==> config.mk <==
export PLATFORM = sky130hd
export DESIGN_NAME = button_conditioner
export DESIGN_NICKNAME = d
export VERILOG_FILES = /design/src/rtl/button_conditioner.sv
export SDC_FILE = /design/constraint.sdc
export NUM_CORES = 1
export LEC_CHECK = 0
export CORE_AREA = 2 2 128 80
export CTS_BUF_LIST = sky130_fd_sc_hd__clkbuf_8
export CTS_CLUSTER_SIZE = 28
export DETAILED_ROUTE_END_ITERATION = 6
export DIE_AREA = 0 0 130 82
export MAX_ROUTING_LAYER = met4
export PLACE_DENSITY = 0.59
export SLEW_MARGIN = 20
export SYNTH_ARGS = -nofsm -noshare
export SYNTH_HDL_FRONTEND = slang
export SYNTH_SLANG_ARGS = --single-unit
==> constraint.sdc <==
create_clock -name clk -period 2.92 [get_ports clk]
set_clock_uncertainty 0.05 [all_clocks]
set_input_delay 0.73 -clock clk [delete_from_list [all_inputs] [get_ports clk]]
set_output_delay 0.73 -clock clk [all_outputs]
set_load 0.005 [all_outputs]
==> src/rtl/button_conditioner.sv <==
// Push-button conditioner: debounces an already-synchronised level and emits
// single-cycle press, release and typematic repeat strobes.
module button_conditioner #(
  parameter int unsigned DEBOUNCE_CYCLES = 1000000,
  parameter int unsigned HOLD_CYCLES     = 50000000,
  parameter int unsigned REPEAT_CYCLES   = 10000000,
  parameter bit          REPEAT_EN       = 1'b1
) (
  input  logic clk,
  input  logic rst,
  input  logic sig_sync,
  output logic btn_level,
  output logic btn_press,
  output logic btn_release,
  output logic btn_repeat
);

  localparam int unsigned DEB_W    = $clog2(DEBOUNCE_CYCLES + 1);
  localparam int unsigned HOLD_MAX = (HOLD_CYCLES > REPEAT_CYCLES) ? HOLD_CYCLES : REPEAT_CYCLES;
  localparam int unsigned HOLD_W   = $clog2(HOLD_MAX + 1);

  localparam logic [DEB_W-1:0]  DEB_ONE   = DEB_W'(1);
  localparam logic [DEB_W-1:0]  DEB_LAST  = DEB_W'(DEBOUNCE_CYCLES);
  localparam logic [HOLD_W-1:0] HOLD_ONE  = HOLD_W'(1);
  localparam logic [HOLD_W-1:0] HOLD_LAST = HOLD_W'(HOLD_CYCLES);
  localparam logic [HOLD_W-1:0] RPT_LAST  = HOLD_W'(REPEAT_CYCLES);

  typedef enum logic [1:0] {
    S_RELEASED    = 2'd0,
    S_PRESS_CHK   = 2'd1,
    S_HELD        = 2'd2,
    S_RELEASE_CHK = 2'd3
  } state_e;

  state_e            state_q, state_d;
  logic [DEB_W-1:0]  deb_cnt_q, deb_cnt_d;
  logic [HOLD_W-1:0] hold_cnt_q, hold_cnt_d;
  logic              rpt_phase_q, rpt_phase_d;
  logic              level_q, level_d;
  logic              press_q, press_d;
  logic              release_q, release_d;
  logic              repeat_q, repeat_d;

  logic [DEB_W-1:0]  deb_inc;
  logic [HOLD_W-1:0] hold_inc;
  logic [HOLD_W-1:0] hold_target;
  logic              hold_hit;

  // State and counter register
  always_ff @(posedge clk or posedge rst) begin
    if (rst) begin
      state_q     <= S_RELEASED;
      deb_cnt_q   <= '0;
      hold_cnt_q  <= '0;
      rpt_phase_q <= 1'b0;
    end else begin
      state_q     <= state_d;
      deb_cnt_q   <= deb_cnt_d;
      hold_cnt_q  <= hold_cnt_d;
      rpt_phase_q <= rpt_phase_d;
    end
  end

  // Next-state and counter logic; every state entry clears the counters
  always_comb begin
    state_d     = state_q;
    deb_cnt_d   = deb_cnt_q;
    hold_cnt_d  = hold_cnt_q;
    rpt_phase_d = rpt_phase_q;
    deb_inc     = deb_cnt_q + DEB_ONE;
    hold_inc    = hold_cnt_q + HOLD_ONE;
    hold_target = rpt_phase_q ? RPT_LAST : HOLD_LAST;
    hold_hit    = 1'b0;

    case (state_q)
      S_RELEASED: begin
        if (sig_sync) begin
          if (DEB_ONE == DEB_LAST) begin
            state_d     = S_HELD;
            deb_cnt_d   = '0;
            hold_cnt_d  = '0;
            rpt_phase_d = 1'b0;
          end else begin
            state_d   = S_PRESS_CHK;
            deb_cnt_d = DEB_ONE;
          end
        end
      end

      S_PRESS_CHK: begin
        if (!sig_sync) begin
          state_d   = S_RELEASED;
          deb_cnt_d = '0;
        end else if (deb_inc == DEB_LAST) begin
          state_d     = S_HELD;
          deb_cnt_d   = '0;
          hold_cnt_d  = '0;
          rpt_phase_d = 1'b0;
        end else begin
          deb_cnt_d = deb_inc;
        end
      end

      S_HELD: begin
        if (!sig_sync) begin
          // Hold timing freezes here and restarts on any return to HELD
          if (DEB_ONE == DEB_LAST) begin
            state_d   = S_RELEASED;
            deb_cnt_d = '0;
          end else begin
            state_d   = S_RELEASE_CHK;
            deb_cnt_d = DEB_ONE;
          end
        end else if (hold_inc == hold_target) begin
          hold_hit    = 1'b1;
          hold_cnt_d  = '0;
          rpt_phase_d = 1'b1;
        end else begin
          hold_cnt_d = hold_inc;
        end
      end

      S_RELEASE_CHK: begin
        if (sig_sync) begin
          state_d     = S_HELD;
          deb_cnt_d   = '0;
          hold_cnt_d  = '0;
          rpt_phase_d = 1'b0;
        end else if (deb_inc == DEB_LAST) begin
          state_d   = S_RELEASED;
          deb_cnt_d = '0;
        end else begin
          deb_cnt_d = deb_inc;
        end
      end

      default: begin
        state_d     = S_RELEASED;
        deb_cnt_d   = '0;
        hold_cnt_d  = '0;
        rpt_phase_d = 1'b0;
      end
    endcase
  end

  // Output decode from the transition about to be taken
  always_comb begin
    level_d   = (state_d == S_HELD) || (state_d == S_RELEASE_CHK);
    press_d   = ((state_q == S_RELEASED) || (state_q == S_PRESS_CHK)) && (state_d == S_HELD);
    release_d = ((state_q == S_HELD) || (state_q == S_RELEASE_CHK)) && (state_d == S_RELEASED);
    repeat_d  = REPEAT_EN && hold_hit;
  end

  always_ff @(posedge clk or posedge rst) begin
    if (rst) begin
      level_q   <= 1'b0;
      press_q   <= 1'b0;
      release_q <= 1'b0;
      repeat_q  <= 1'b0;
    end else begin
      level_q   <= level_d;
      press_q   <= press_d;
      release_q <= release_d;
      repeat_q  <= repeat_d;
    end
  end

  assign btn_level   = level_q;
  assign btn_press   = press_q;
  assign btn_release = release_q;
  assign btn_repeat  = repeat_q;

endmodule
==> After elaboration in Yosys (flattened, before gate mapping) <==
Cells that the tools add are included.
{ "classes": {"addsub": 2, "eq_ne": 14, "muxes": 29, "reduce_logical": 11} }
{ "ops": {"columns": ["operator", "n"], "rows": [
  ["$mux 26", 6],
  ["$mux 20", 5],
  ["$pmux 20 s4", 1],
  ["$pmux 26 s3", 1],
  ["$add 26x1->26 const B", 1],
  ["$eq 26x26->1", 1],
  ["$add 20x1->20 const B", 1],
  ["$eq 20x20->1 const B", 1],
  ["$ne 2x2->1 const B", 7],
  ["$mux 2", 6],
  ["$eq 2x2->1 const B", 4],
  ["$mux 1", 8],
  ["$pmux 2 s4", 1],
  ["$reduce_and 6->1", 1],
  ["$reduce_and 5->1", 1],
  ["$logic_not 2->1", 2],
  ["$logic_or 1x1->1", 3],
  ["$pmux 1 s3", 1],
  ["$reduce_bool 3->1", 1],
  ["$eq 2x1->1 const B", 1],
  ["$logic_and 1x1->1", 2],
  ["$reduce_and 2->1", 1]
]} }
{ "totals": {"ff_bits": 53, "inputBits": 3, "out_inout_bits": 4, "word_cells": 64} }

==> Logic depth before layout (Yosys ltp) <==
{ "logic_depth": {"ltp_word": 7, "mapped_depth": 11} }

==> Worst setup path after synthesis <==
OpenSTA, ideal clock, no wires.
{ "synth_path": {"path_type": "flip-flop to flip-flop", "from": "register deb_cnt_q[0]", "to": "register deb_cnt_q[3]", "setup_time_ns": 0.121, "arrival_ns": 2.788, "setup_slack_ns": -0.039, "path_stages_with_launch": 11, "path_cell_list": "dfrtp_1 ha_1 and4_1 a211o_1 a221oi_1 or3b_1 o41ai_4 nand2b_1 buf_2 o21ai_1 a22o_1"} }
{ "synth_between": {"elab_chain_cells": 5, "elab_cells_between_ends": 6} }
{ "synth_lines": {"columns": ["item", "line", "text"], "rows": [
  ["from (decl)", "36", "logic [DEB_W-1:0] deb_cnt_q, deb_cnt_d;"],
  ["from (signal assigned)", "58", "deb_cnt_q <= deb_cnt_d;"],
  ["$add 20x1->20 *", "70", "deb_inc = deb_cnt_q + DEB_ONE;"],
  ["$eq 20x20->1", "94, 129", null],
  ["$mux 20 *", "94, 129", null],
  ["$mux 20 (on tied branches)", "124, 91", null],
  ["$pmux 20 s4 *", "75", "case (state_q)"]
]} }
Mark *: on every way between the ends. The rest lies on a longest branch, timed or not.
A chain may end at the register's enable or synchronous reset.

==> Worst setup path after layout <==
{ "layout_path": {"from": "register hold_cnt_q[0]", "to": "register hold_cnt_q[0]"} }
{ "layout_between": {"elab_chain_cells": 5} }
{ "layout_lines": {"columns": ["item", "line", "text"], "rows": [
  ["from (decl)", "37", "logic [HOLD_W-1:0] hold_cnt_q, hold_cnt_d;"],
  ["from (signal assigned)", "59", "hold_cnt_q <= hold_cnt_d;"],
  ["$add 26x1->26 *", "71", "hold_inc = hold_cnt_q + HOLD_ONE;"],
  ["$eq 26x26->1", "114", "end else if (hold_inc == hold_target) begin"],
  ["$mux 26 *", "114", null],
  ["$mux 26 *", "105", "if (!sig_sync) begin"],
  ["$pmux 26 s3 *", "75", null]
]} }
Mark *: on every way between the ends. The rest lies on a longest branch, timed or not. The select of a mux whose other input is x is not followed.

==> flow_metrics.tcl <==
set metrics [dict create \
    setup_tns_ns -0.132 \
    grtUsageTotal_pct 22.4 \
    synthFlopType "dfrtp_1" \
    final_cells 654 \
    portBuffers 6 \
    placed_cells 632 \
    crit_arrival_ns 3.13 \
    grt_pass1_vias 3365 \
    critPathMaxStageDelay_ns 0.66 \
    crit_path_cell_trace "nand4_1 > or4_4 > o31a_1 > or2_4 > nor4b_4 > o2111ai_4 > nand3b_4 > buf_6 > buf_4 > o21ai_1" \
    cp_num_buf_inv 2 \
    cts_tree "built" \
    grt_pass1_wl_mm 17.8 \
    status "finished, violations left" \
    synth_nets 434 \
    dieArea_um2 10700 \
    ys_warn_count 0 \
    endpoint_kind "flop" \
    ys_types 66 \
    max_slew_margin_pct 22.8 \
    clkTransAtPathRegs_ns 0.11 \
    ys_seq_area_share_pct 36.3 \
    drt_first_pass_iters 5 \
    yosys-top-cells-area "dfrtp_1 (36%), nand2_1 (5.3%), nand3_1 (4.2%)" \
    finalCritPeriodShare_pct 101 \
    drc_errors 0 \
    crit_required_ns 3.10 \
    routabilityCongestion 0.923 \
    root_buffer "clkbuf_8" \
    final_cell_area_um2 5050 \
    rsz0062_at_grt "yes" \
    path_delay_family "simple AND/OR/NAND/NOR gates" \
    num_rows 28 \
    post_drt_wl_per_cell_um 17.6 \
    synthArstFlopShare_pct 100 \
    hold_path_class "flop to flop" \
    synthesis.instances 429 \
    numCtsBuffers 5 \
    cp_max_fo 7 \
    setup_slack_ns -0.0332 \
    cts_sinks 53 \
    yosys-top-cells-count "dfrtp_1 (53), nand2_1 (52), nand3_1 (31)" \
    timing.fmax_ghz 0.339 \
    start_util_pct 38.2 \
    overflow 0 \
    place_ws_ns -0.218 \
    tightest_slew_ns 1.15 \
    post-synth-top-count-cell "dfrtp_1" \
    min_period_ns 2.95 \
    synth_area_um2 3650 \
    avgSynthCellArea_um2 8.51 \
    criticalPathCategory "flop to flop" \
    place_hpwl_mm 7.96 \
    start_kind "flop" \
    core_um2 9560 \
    grt_max_degree 54 \
    yosysTopAreaCell "dfrtp_1" \
    max_cap_viol_count 0 \
    drt_iter0_markers 349 \
    via_per_inst 5.70 \
    crit_slowest_cell "or4_4" \
    slew_violations 0 \
    via_count 3729 \
    violations "negative setup slack" \
    final_nets 524 \
    ys_ff_latch 53 \
    clk_path_buf_depth 2 \
    ant_nets 0 \
    ir_worst_vdd_mv 0.174 \
    drt-total-wl_mm 11.5 \
    power_leakage_nw 2.11 \
    antenna_cells 0 \
    io_pins 7 \
    die_y_um 82 \
    antenna_found_initial 0 \
    power.density_nw_per_um2 261 \
    place_area_um2 4480 \
    synth_edf_count 0 \
    clock_latency_ns 0.33 \
    drive_gt1_share_pct 34.1 \
    hold_viol 0 \
    area_delta_synth_final_pct 38.2 \
    synth_top_area_share_pct 36.3 \
    setup_viol 8 \
    fillers 887 \
    htreeDepth 2 \
    die_x_um 130 \
]
final cells by class:
type	instances	area, µm²	share of cell area (%)
multi-input combinational	336	2490	49.3
sequential	53	1330	26.4
timing repair buffer	112	927	18.4
tap	135	169	3.35
clock buffer	6	82.6	1.64
inverter	11	41.3	0.818
clock inverter	1	7.51	0.149
kinds of logic (layout without fill, tap and decap cells):
logic type | after synthesis | after routing | synth area share [%]
AO/OA/AOI/OAI | 106 | 106 | 21.1
XOR/XNOR | 18 | 18 | 4.32
adder cells (fa/ha/maj) | 2 | 2 | 0.685
buffers and inverters | 42 | 130 | 4.90
flip-flops | 53 | 53 | 36.3
multiplexers | 5 | 5 | 1.51
AND/OR/NAND/NOR | 203 | 205 | 31.2
worst min-delay path, cell delays in order, from the launching register on:
cell     delay (ns)
dfrtp_1        0.39
nand2_1        0.06
o31ai_1        0.06
repair_timing:
action / 4_1_cts / 5_1_grt
buffers inserted: 3 / 9
pin swaps: 2 / 26
hold buffers: 0 / 0
cloned: 0 / 3
resized for setup: 7 / 68
endpoints found under the setup margin: 42 / 46
worst paths after layout:
check                      slack, ns             end            from  depth (start not counted)
max reg2reg                    -0.03   hold_cnt_q[0]   hold_cnt_q[0]                         10
min reg2reg                     0.49  hold_cnt_q[22]  hold_cnt_q[22]                          2
min                             0.49  hold_cnt_q[22]  hold_cnt_q[22]                          2
min in group asynchronous       0.72   deb_cnt_q[12]             rst                          3
max in group asynchronous       1.84    deb_cnt_q[2]             rst                          3
max                            -0.03   hold_cnt_q[0]   hold_cnt_q[0]                         10
power by group:
group	internal, mW	total (mW)	switching [mW]
Combinational	0.0490	0.111	0.0625
Sequential	0.739	0.746	0.00725
Clock	0.189	0.460	0.271
Total	0.976	1.32	0.341
sequential cells by signal, summed over array words and instances, names as in the netlist:
name         cells
btn_release      1
btn_level        1
deb_cnt_q       20
state_q          2
btn_repeat       1
btn_press        1
hold_cnt_q      26
rpt_phase_q      1
cells in the final DEF (no fill, tap or decap), types with 10 or more instances in the layout:
| cell type | Yosys | routed |
|---|---|---|
| xnor2_1 | 13 | 11 |
| nand3_1 | 31 | 28 |
| o21ai_0 | 22 | 17 |
| nor2_1 | 19 | 18 |
| nor3_1 | 15 | 14 |
| nand2_1 | 52 | 51 |
| inv_1 | 11 | 10 |
| dfrtp_1 | 53 | 50 |
| nand4_1 | 11 | 11 |
| buf_4 | 0 | 94 |
through the flow:
step / utilization, % / hold slack (ns) / total power, mW
floorplan: - / 0.410 / 0.806
global placement: 46.9 / 0.465 / 0.851
detailed placement: 46.9 / 0.472 / 0.852
CTS: 48.4 / 0.491 / 1.31
global route: 52.8 / 0.559 / 1.37
finish: 52.8 / 0.490 / 1.32
routing by layer:
layer  up-vias  global-route usage [%]  part of all wire [%]
met2       141                    29.3                    38
met1      1780                    34.1                    53
met5         -                       -                     0
li1       1791                       -                     -
met3        17                    4.95                   7.7
met4         0                    5.16                   1.1
Power figures use the tool's default switching activity.
